[config.mk]
export PLATFORM = sky130hd
export DESIGN_NAME = fp_addsub_pipe
export DESIGN_NICKNAME = d
export VERILOG_FILES = /design/src/rtl/fp_addsub_pipe.sv
export SDC_FILE = /design/constraint.sdc
export NUM_CORES = 1
export LEC_CHECK = 0
export CORE_MARGIN = 2
export CORE_UTILIZATION = 50
export DETAILED_ROUTE_END_ITERATION = 10
export GPL_TIMING_DRIVEN = 0
export PLACE_DENSITY = 0.69
export SYNTH_ARGS = -nofsm -noshare
export SYNTH_HDL_FRONTEND = slang
export SYNTH_SLANG_ARGS = --single-unit
[constraint.sdc]
create_clock -name clk -period 31.9 [get_ports clk]
set_input_delay 3.19 -clock clk [delete_from_list [all_inputs] [get_ports clk]]
set_output_delay 3.19 -clock clk [all_outputs]
set_load 0.01 [all_outputs]
[src/rtl/fp_addsub_pipe.sv]
// fp_addsub_pipe: two-stage valid/ready wrapper around a binary32 add/sub
// datapath. S1 registers the operands and S2 registers the classified result.
// The classifier covers NaN, infinity and zero inputs. Denormal inputs are
// treated as zero. Results that leave the normal range saturate to +/-inf or
// flush to +/-0.

// add_sub: normal-operand binary32 adder/subtractor, round-to-nearest-even.
// Special inputs are not handled here; the wrapper's classifier overrides them.
module add_sub (
    input  logic [31:0] a,
    input  logic [31:0] b,
    input  logic        op,
    output logic [31:0] result,
    output logic        overflow,
    output logic        underflow
);
    logic               sa, sbe, sl, swap;
    logic [7:0]         el, es, d;
    logic [23:0]        ml, ms;
    logic [26:0]        lal, sal, sh, nrm;
    logic               lost;
    logic [27:0]        sum;
    logic [4:0]         n;
    logic [23:0]        mant;
    logic [24:0]        mr;
    logic               rb, st, up;
    logic signed [9:0]  e;

    // Align, add/subtract, normalise and round. Guard/round bits plus one
    // sticky bit are enough because a large cancellation only happens
    // when the exponents differ by at most one, and then no bits are lost.
    always_comb begin
        sa        = a[31];
        sbe       = b[31] ^ op;
        // Larger magnitude goes on the left. Exponent-then-fraction compares
        // as one integer.
        swap      = (b[30:0] > a[30:0]);
        el        = swap ? b[30:23] : a[30:23];
        es        = swap ? a[30:23] : b[30:23];
        ml        = {1'b1, (swap ? b[22:0] : a[22:0])};
        ms        = {1'b1, (swap ? a[22:0] : b[22:0])};
        sl        = swap ? sbe : sa;
        d         = el - es;
        lal       = {ml, 3'b000};
        sh        = '0;
        lost      = 1'b0;
        nrm       = '0;
        n         = '0;
        mant      = '0;
        rb        = 1'b0;
        st        = 1'b0;
        e         = '0;
        result    = '0;
        overflow  = 1'b0;
        underflow = 1'b0;

        if (d >= 8'd27) begin
            // The small operand lies entirely below the sticky position.
            sal = 27'd1;
        end else begin
            sh   = {ms, 3'b000} >> d;
            lost = |({ms, 3'b000} & ~({27{1'b1}} << d));
            sal  = {sh[26:1], sh[0] | lost};
        end

        if (sa == sbe)
            sum = {1'b0, lal} + {1'b0, sal};
        else
            sum = {1'b0, lal} - {1'b0, sal};

        // Leading-one search. The highest set bit wins.
        for (int i = 0; i < 27; i++)
            if (sum[i]) n = 5'(26 - i);

        if (sum[27]) begin
            mant = sum[27:4];
            rb   = sum[3];
            st   = |sum[2:0];
            e    = $signed({2'b00, el}) + 10'sd1;
        end else begin
            nrm  = sum[26:0] << n;
            mant = nrm[26:3];
            rb   = nrm[2];
            st   = |nrm[1:0];
            e    = $signed({2'b00, el}) - $signed({5'b00000, n});
        end

        up = rb & (st | mant[0]);
        mr = {1'b0, mant} + {24'd0, up};
        if (mr[24]) begin
            mant = mr[24:1];
            e    = e + 10'sd1;
        end else begin
            mant = mr[23:0];
        end

        if (sum == 28'd0) begin
            // Exact cancellation gives +0.
            result = '0;
        end else if (e >= 10'sd255) begin
            overflow = 1'b1;
            result   = {sl, 8'hFF, 23'd0};
        end else if (e <= 10'sd0) begin
            underflow = 1'b1;
            result    = {sl, 31'd0};
        end else begin
            result = {sl, e[7:0], mant[22:0]};
        end
    end
endmodule

module fp_addsub_pipe (
    input  logic        clk,
    input  logic        rst_n,
    input  logic        in_valid,
    output logic        in_ready,
    input  logic [31:0] a,
    input  logic [31:0] b,
    input  logic        op,
    output logic        out_valid,
    input  logic        out_ready,
    output logic [31:0] result,
    output logic        overflow,
    output logic        underflow,
    output logic        invalid
);
    localparam logic [31:0] QNAN = 32'h7FC0_0000;

    logic        s1_valid_q, op_q;
    logic [31:0] a_q, b_q;
    logic        s2_valid_q, ovf_q, udf_q, inv_q;
    logic [31:0] res_q;
    logic [31:0] res_d;
    logic        ovf_d, udf_d, inv_d;
    logic        s2_adv;

    logic [31:0] as_res;
    logic        as_ovf, as_udf;
    logic        sbe, a_nan, b_nan, a_inf, b_inf, a_zero, b_zero;

    // Ready chains combinationally from the consumer with no skid buffer.
    // This keeps one operation per cycle under back-pressure.
    assign s2_adv   = !s2_valid_q || out_ready;
    assign in_ready = !s1_valid_q || s2_adv;

    assign out_valid = s2_valid_q;
    assign result    = res_q;
    assign overflow  = ovf_q;
    assign underflow = udf_q;
    assign invalid   = inv_q;

    add_sub u_add_sub (
        .a         (a_q),
        .b         (b_q),
        .op        (op_q),
        .result    (as_res),
        .overflow  (as_ovf),
        .underflow (as_udf)
    );

    // Special-case classifier in parallel with the adder. Its priority is
    // NaN, then infinity, then zero or denormal, then the adder result.
    always_comb begin
        sbe    = b_q[31] ^ op_q;
        a_nan  = (&a_q[30:23]) && (|a_q[22:0]);
        b_nan  = (&b_q[30:23]) && (|b_q[22:0]);
        a_inf  = (&a_q[30:23]) && !(|a_q[22:0]);
        b_inf  = (&b_q[30:23]) && !(|b_q[22:0]);
        a_zero = !(|a_q[30:23]);
        b_zero = !(|b_q[30:23]);
        res_d  = as_res;
        ovf_d  = 1'b0;
        udf_d  = 1'b0;
        inv_d  = 1'b0;
        if (a_nan || b_nan) begin
            res_d = QNAN;
            inv_d = 1'b1;
        end else if (a_inf && b_inf) begin
            if (a_q[31] != sbe) begin
                res_d = QNAN;
                inv_d = 1'b1;
            end else begin
                res_d = {a_q[31], 8'hFF, 23'd0};
            end
        end else if (a_inf) begin
            res_d = {a_q[31], 8'hFF, 23'd0};
        end else if (b_inf) begin
            res_d = {sbe, 8'hFF, 23'd0};
        end else if (a_zero && b_zero) begin
            res_d = {a_q[31] & sbe, 31'd0};
        end else if (a_zero) begin
            res_d = {sbe, b_q[30:0]};
        end else if (b_zero) begin
            res_d = a_q;
        end else if (as_ovf) begin
            res_d = {as_res[31], 8'hFF, 23'd0};
            ovf_d = 1'b1;
        end else if (as_udf) begin
            res_d = {as_res[31], 31'd0};
            udf_d = 1'b1;
        end
    end

    // S1 operand register. The valid bit drops when S1 drains without refill.
    always_ff @(posedge clk or negedge rst_n) begin
        if (!rst_n) begin
            s1_valid_q <= 1'b0;
            a_q        <= '0;
            b_q        <= '0;
            op_q       <= 1'b0;
        end else if (in_ready) begin
            s1_valid_q <= in_valid;
            if (in_valid) begin
                a_q  <= a;
                b_q  <= b;
                op_q <= op;
            end
        end
    end

    // S2 result register. Result and flags move only on a load, so they
    // hold steady while the consumer stalls.
    always_ff @(posedge clk or negedge rst_n) begin
        if (!rst_n) begin
            s2_valid_q <= 1'b0;
            res_q      <= '0;
            ovf_q      <= 1'b0;
            udf_q      <= 1'b0;
            inv_q      <= 1'b0;
        end else if (s2_adv) begin
            s2_valid_q <= s1_valid_q;
            if (s1_valid_q) begin
                res_q <= res_d;
                ovf_q <= ovf_d;
                udf_q <= udf_d;
                inv_q <= inv_d;
            end
        end
    end
endmodule

Word level (Yosys, flattened, before mapping)
Cells that the tools add are included.
- bits in latches: 0
- bits of input ports: 69
- bits in registers: 102
- RAM bits: 0
- bits in read-only memories: 0
- output and inout bits: 37
- memories kept: 0
- reduce and logical (&&, ||, !) cells: 27
- magnitude comparators: 4
- add/sub/neg operators: 7
- div/mod/pow operators: 0
- shift operators: 3
- $mul: 0
- mux-type cells: 78
- equal/unequal tests: 2
- bitwise gates (word level): 7
- operators by type and width (cell ; number):
    $mux 32 ; 9
    $mux 5 ; 27
    $mux 31 ; 4
    $mux 23 ; 3
    $reduce_or 23->1 ; 2
    $gt 31x31->1 ; 1
    $add 27x27->28 ; 1
    $logic_not 28->1 ; 1
    $mux 1 ; 28
    $mux 28 ; 1
    $sub 27x27->28 ; 1
    $and 27x27->27 ; 1
    $mux 27 ; 1
    $not 27->27 ; 1
    $reduce_or 27->1 ; 1
    $shl 27x5->27 ; 1
    $shl 27x8->27 const A ; 1
    $shr 27x8->27 ; 1
    $add 24x1->25 ; 1
    $mux 24 ; 1
    $mux 10 ; 2
    $mux 8 ; 2
    $reduce_and 8->1 ; 2
    $reduce_or 8->1 ; 2
    18 further kinds ; 33

Depth between registers and ports, before layout
- word-level depth: 58
- depth in mapped cells: 74
- depth with buffers taken out: 57

Cells and area by module
Synthesis repeated with hierarchy kept, for this count alone.
- cell total of the unflattened synthesis: 2223
- area total of the unflattened synthesis: 16490.8 sq um
- modules (own cells, without submodules) (module ; times used ; area an instance (sq um) ; cells each):
    add_sub ; 1 ; 11606.1 ; 1790
    fp_addsub_pipe ; 1 ; 4884.7 ; 433

Least setup slack after synthesis
OpenSTA, ideal clock, no wires.
- path kind: reg2reg
- start point: register a_q[23]
- end point: register res_q[18] (netlist: result[18])
- buffers on the path: 18
- library setup time: 0.126 ns
- setup slack: 17.114 ns
- required time: 31.774 ns
- cell stages (with the launch flop): 70
- arrival time: 14.660 ns
- path through: dfrtp_1 clkbuf_1 inv_1 ha_1 buf_2 nand4_1 nor4_1 and2b_1 o21ai_2 nand2_4 buf_4 buf_2 buf_2 buf_1 buf_1 clkbuf_1 buf_1 a31oi_1 [... 34 more ...] buf_2 buf_2 ha_1 nor2b_1 o21ai_0 nand2b_1 and2_1 o31ai_1 nand2_1 or2_2 xor2_1 or4_1 nor3_1 a21oi_1 a22oi_2 buf_4 nor3_1 a221o_1
- cells in the longest elaborated chain, start to end: 58
- elaborated cells on any way between the ends: 87
- those cells by class: add/sub: 7; order compare: 4; shift: 3; mux: 56; bitwise: 5; reduce/logical: 12
- RTL lines (what ; line ; text):
    from (decl) ; 130 ; logic [31:0] a_q, b_q;
    from (signal assigned) ; 208 ; a_q <= '0;
    from (signal assigned) ; 214 ; a_q <= a;
    $gt 31x31->1 ; 37 ; swap = (b[30:0] > a[30:0]);
    $mux 8 (on tied branches) ; 38, 39 ;
    $sub 8x8->8 ; 43 ; d = el - es;
    $shl 27x8->27 ; 62 ; lost = |({ms, 3'b000} & ~({27{1'b1}} << d));
    $not 27->27 ; 62 ;
    $and 27x27->27 ; 62 ;
    $reduce_or 27->1 ; 62 ;
    $or 1x1->1 ; 63 ; sal = {sh[26:1], sh[0] | lost};
    [... 42 more ...] ; - ;
    $mux 31 ; 195 ; end else if (as_ovf) begin
    $mux 32 ; 193 ; end else if (b_zero) begin
    $mux 32 ; 191 ; end else if (a_zero) begin
    $mux 32 ; 189 ; end else if (a_zero && b_zero) begin
    $mux 32 ; 187 ; end else if (b_inf) begin
    $mux 32 ; 185 ; end else if (a_inf) begin
    $mux 32 ; 178 ; end else if (a_inf && b_inf) begin
    $mux 32 (*) ; 175 ; if (a_nan || b_nan) begin
    to (signal assigned) ; 233 ; res_q <= res_d;
    to (decl) ; 132 ; logic [31:0] res_q;
Mark *: on every way between the ends. The rest lies on a longest branch, timed or not.
A chain may end at the register's enable or synchronous reset.

Worst setup path in the final report
- start point: register a_q[23]
- end point: register res_q[20] (netlist: result[20])
Same word-level chain as after synthesis.

==> summary.txt <==
Outcome: finished with violations
Violated checks: max-capacitance violations, max-slew violations
Die Height: 186.7 um
Post-DP HPWL: 60560 um
CP Buf/Inv Count: 21
YS warnings: 0
Post-synthesis cell type count: 120
Drt wl/cell: 26.75 um
Placed Cells: 2816
Worst EP arrival: 21.04 ns
Worst vdd ir: 0.05479 mV
CTS tree: done
Post-CTS resize count: 0
Crit-path most repeated cell: buf_2
HP Class: flip-flop to flip-flop
Leakage: 7.541 nW
Router iterations before antenna repair: 7
Gr usage total: 42.05%
Gr ovfl total: 0
Rows: 66
Ys async rst share: 100.0%
ANT cells: 0
Mean Syn Cell Area: 7.357 um^2
Fmax: 48.26 MHz
Root Buffer: clkbuf_16
Largest net degree at the start of global routing: 73
Seq/Total Area, Yosys: 15.30%
Die width: 186.7 um
Share of cells above drive strength 1: 9.916%
H-tree depth: 3
Worst R2R Setup Slack: 11.18 ns
RSZ-0062 raised after global routing: no
CP startpoint kind: flip-flop
Cts bufs inserted: 9
IO Port Bufs: 105
I/O pins: 106
DRC viols: 0
Area grow syn2layout: 11.62%
Slew Limit Fails: 8
First DRT Iteration DRCs: 2508
CP Class: flip-flop to flip-flop
Final period utilization: 64.96%
CP max-delay cell: a2111oi_0
Core area: 32700 um^2
Routed vias/inst: 7.022
Req. time, crit path: 32.22 ns
Relative slew slack: -2.844%
Max cap viols: 1
Main flop type after synthesis: dfrtp_1
Number of global-route vias before repair: 18617
Final min period: 20.72 ns
Top-area cell type share of the netlist area: 15.30%
#FFs+latches synth: 102
# setup viols final: 0
Final Instance Area: 18630 um^2
Layout net count: 2544
Die ar.: 34850 um^2
Setup Fix Bufs, Post-CTS: 0
Cts hold-fix bufs: 0
Mapped Area: 16690 um^2
Placed Instance Area: 18320 um^2
First-pass GRT wire length: 113500 um
Largest delay share family, worst path: buffers and inverters
Total negative slack: 0 ns
Insertion delay to the later sink of the worst-skew pair: 0.38 ns
Delay of the slowest critical-path stage: 1.11 ns
Maximum root-to-sink buffer count: 2
Clock Skew: 0.01345 ns
Syn nets: 2427
Max FO, Critical Path: 10
Initial antenna violation count: 0
Power Density: 128.7 nW/um^2
Gpl congestion: 1.114
Crit path capture type: flip-flop
Worst slew pin tran: 1.529 ns
Number of synthesized flops with an enable pin: 0
Fin cells: 2832
Cells after Synth: 2268
Top post-synthesis cells by area: dfrtp_1 15%, ha_1 6.6%, mux2i_1 5.5%, mux2_2 5.3%, nand2_1 5.2%
Yosys top cell by area: dfrtp_1
Detail Route Antenna Nets: 0
CTS sink count: 102
Initial Util: 51.03%
Final wirelength: 75750 um
Fin. Hold Viols: 0
Clk pin slew, worst setup/hold paths: 0.08 ns
Vias: 19885
## through the flow
step / util [%] / power (mW) / hold WS (ns) / setup slack (ns)
floorplan: - / 1.542 / 0.4711 / 17.11
global placement: 55.93 / 2.161 / 0.4782 / 12.10
detailed placement: 56.01 / 2.170 / 0.4788 / 11.96
CTS: 56.96 / 2.296 / 0.4979 / 11.86
global route: 56.96 / 2.505 / 0.5216 / 9.972
finish: 56.96 / 2.396 / 0.4938 / 11.18
## Yosys cell counts (all sizes together) (30+ instances only)
| master | number |
|---|---|
| nand3 | 74 |
| xnor2 | 35 |
| a211oi | 44 |
| and3 | 35 |
| clkbuf | 91 |
| buf | 53 |
| inv | 101 |
| dfrtp | 102 |
| mux2 | 80 |
| a21oi | 174 |
| o21ai | 171 |
| nor4 | 41 |
| nand4 | 35 |
| mux2i | 94 |
| nor3 | 70 |
| ha | 88 |
| nor2 | 204 |
| o211ai | 30 |
| nand2 | 236 |
| a31oi | 34 |
## cells in the final DEF, fill, tap and decap left out, types with 26 or more instances in the layout
master           netlist  final
nand2_1              233    233
nor2_1               202    202
a21oi_1              168    168
o21ai_0              143    143
clkdlybuf4s50_1        0    104
dfrtp_1              102    102
inv_1                 99     99
mux2i_1               92     92
clkbuf_1              89     89
ha_1                  88     88
mux2_2                79     79
nand3_1               74     74
nor3_1                66     66
a211oi_1              41     41
nor4_1                36     36
xnor2_1               34     34
and3_1                34     34
nand4_1               32     32
a31oi_1               31     31
a21o_1                28     28
o22ai_1               28     28
o211ai_1              27     27
buf_2                 26     26
## worst register-to-register path: cells and delay by family (launching register included)
kind	cells	cell delay (ns)
XOR/XNOR	1	0.30
buffers and inverters	21	7.80
flip-flops	1	0.32
AND/OR/NAND/NOR	20	4.27
adder cells (fa/ha/maj)	4	1.35
multiplexers	4	1.19
AO/OA/AOI/OAI	19	5.44
## kinds of logic (layout without fill, tap and decap cells)
| family | after synthesis | after routing | synth area share (%) |
|---|---|---|---|
| buffers and inverters | 249 | 371 | 6.216 |
| xor gates and xnor gates | 57 | 57 | 3.037 |
| and+or+nand+nor | 837 | 837 | 25.37 |
| DFF | 102 | 102 | 15.30 |
| AOI/OAI and AO/OA | 750 | 750 | 30.94 |
| adders and majority gates | 90 | 90 | 6.839 |
| muxes | 183 | 183 | 12.30 |
## cell type report
class,count,area [um^2]
multi-input combinational,1917,13100
clock inverter,7,85.08
buffer,144,643.1
inverter,105,394.1
timing repair buffer,106,1076
fill,3181,14080
sequential,102,2552
tap,442,553.0
clock buffer,9,225.2
## layer usage
| metal | global-route usage (%) | vias to the layer above | wire length, um |
|---|---|---|---|
| met5 | 0 | - | 0 |
| met4 | 25.43 | 0 | 5485 |
| met3 | 9.780 | 364 | 8736 |
| met2 | 65.20 | 1376 | 32280 |
| met1 | 53.12 | 9377 | 29250 |
| li1 | - | 8768 | - |
## where the power goes
group          internal [mW]  switching, mW
combinational          0.701           1.36
clock                 0.0565         0.0595
sequential             0.162         0.0543
total                  0.920           1.48
## flip-flops by register name, summed over array words and instances, names as in the netlist
register    count
invalid         1
op_q            1
b_q            32
a_q            32
overflow        1
out_valid       1
result         32
underflow       1
s1_valid_q      1
## final timing paths
| path | start | end | depth (start not counted) |
|---|---|---|---|
| setup / recovery | a_q[23]$_DFFE_PN0P_ | result[20]$_DFFE_PN0P_ | 69 |
| hold / removal | invalid$_DFFE_PN0P_ | invalid$_DFFE_PN0P_ | 1 |
| setup reg to reg | a_q[23]$_DFFE_PN0P_ | result[20]$_DFFE_PN0P_ | 69 |
| hold reg to reg | invalid$_DFFE_PN0P_ | invalid$_DFFE_PN0P_ | 1 |
| max in group asynchronous | rst_n | result[15]$_DFFE_PN0P_ | 2 |
| min in group asynchronous | rst_n | a_q[7]$_DFFE_PN0P_ | 1 |
No activity file was read; power rests on OpenSTA's default activity.
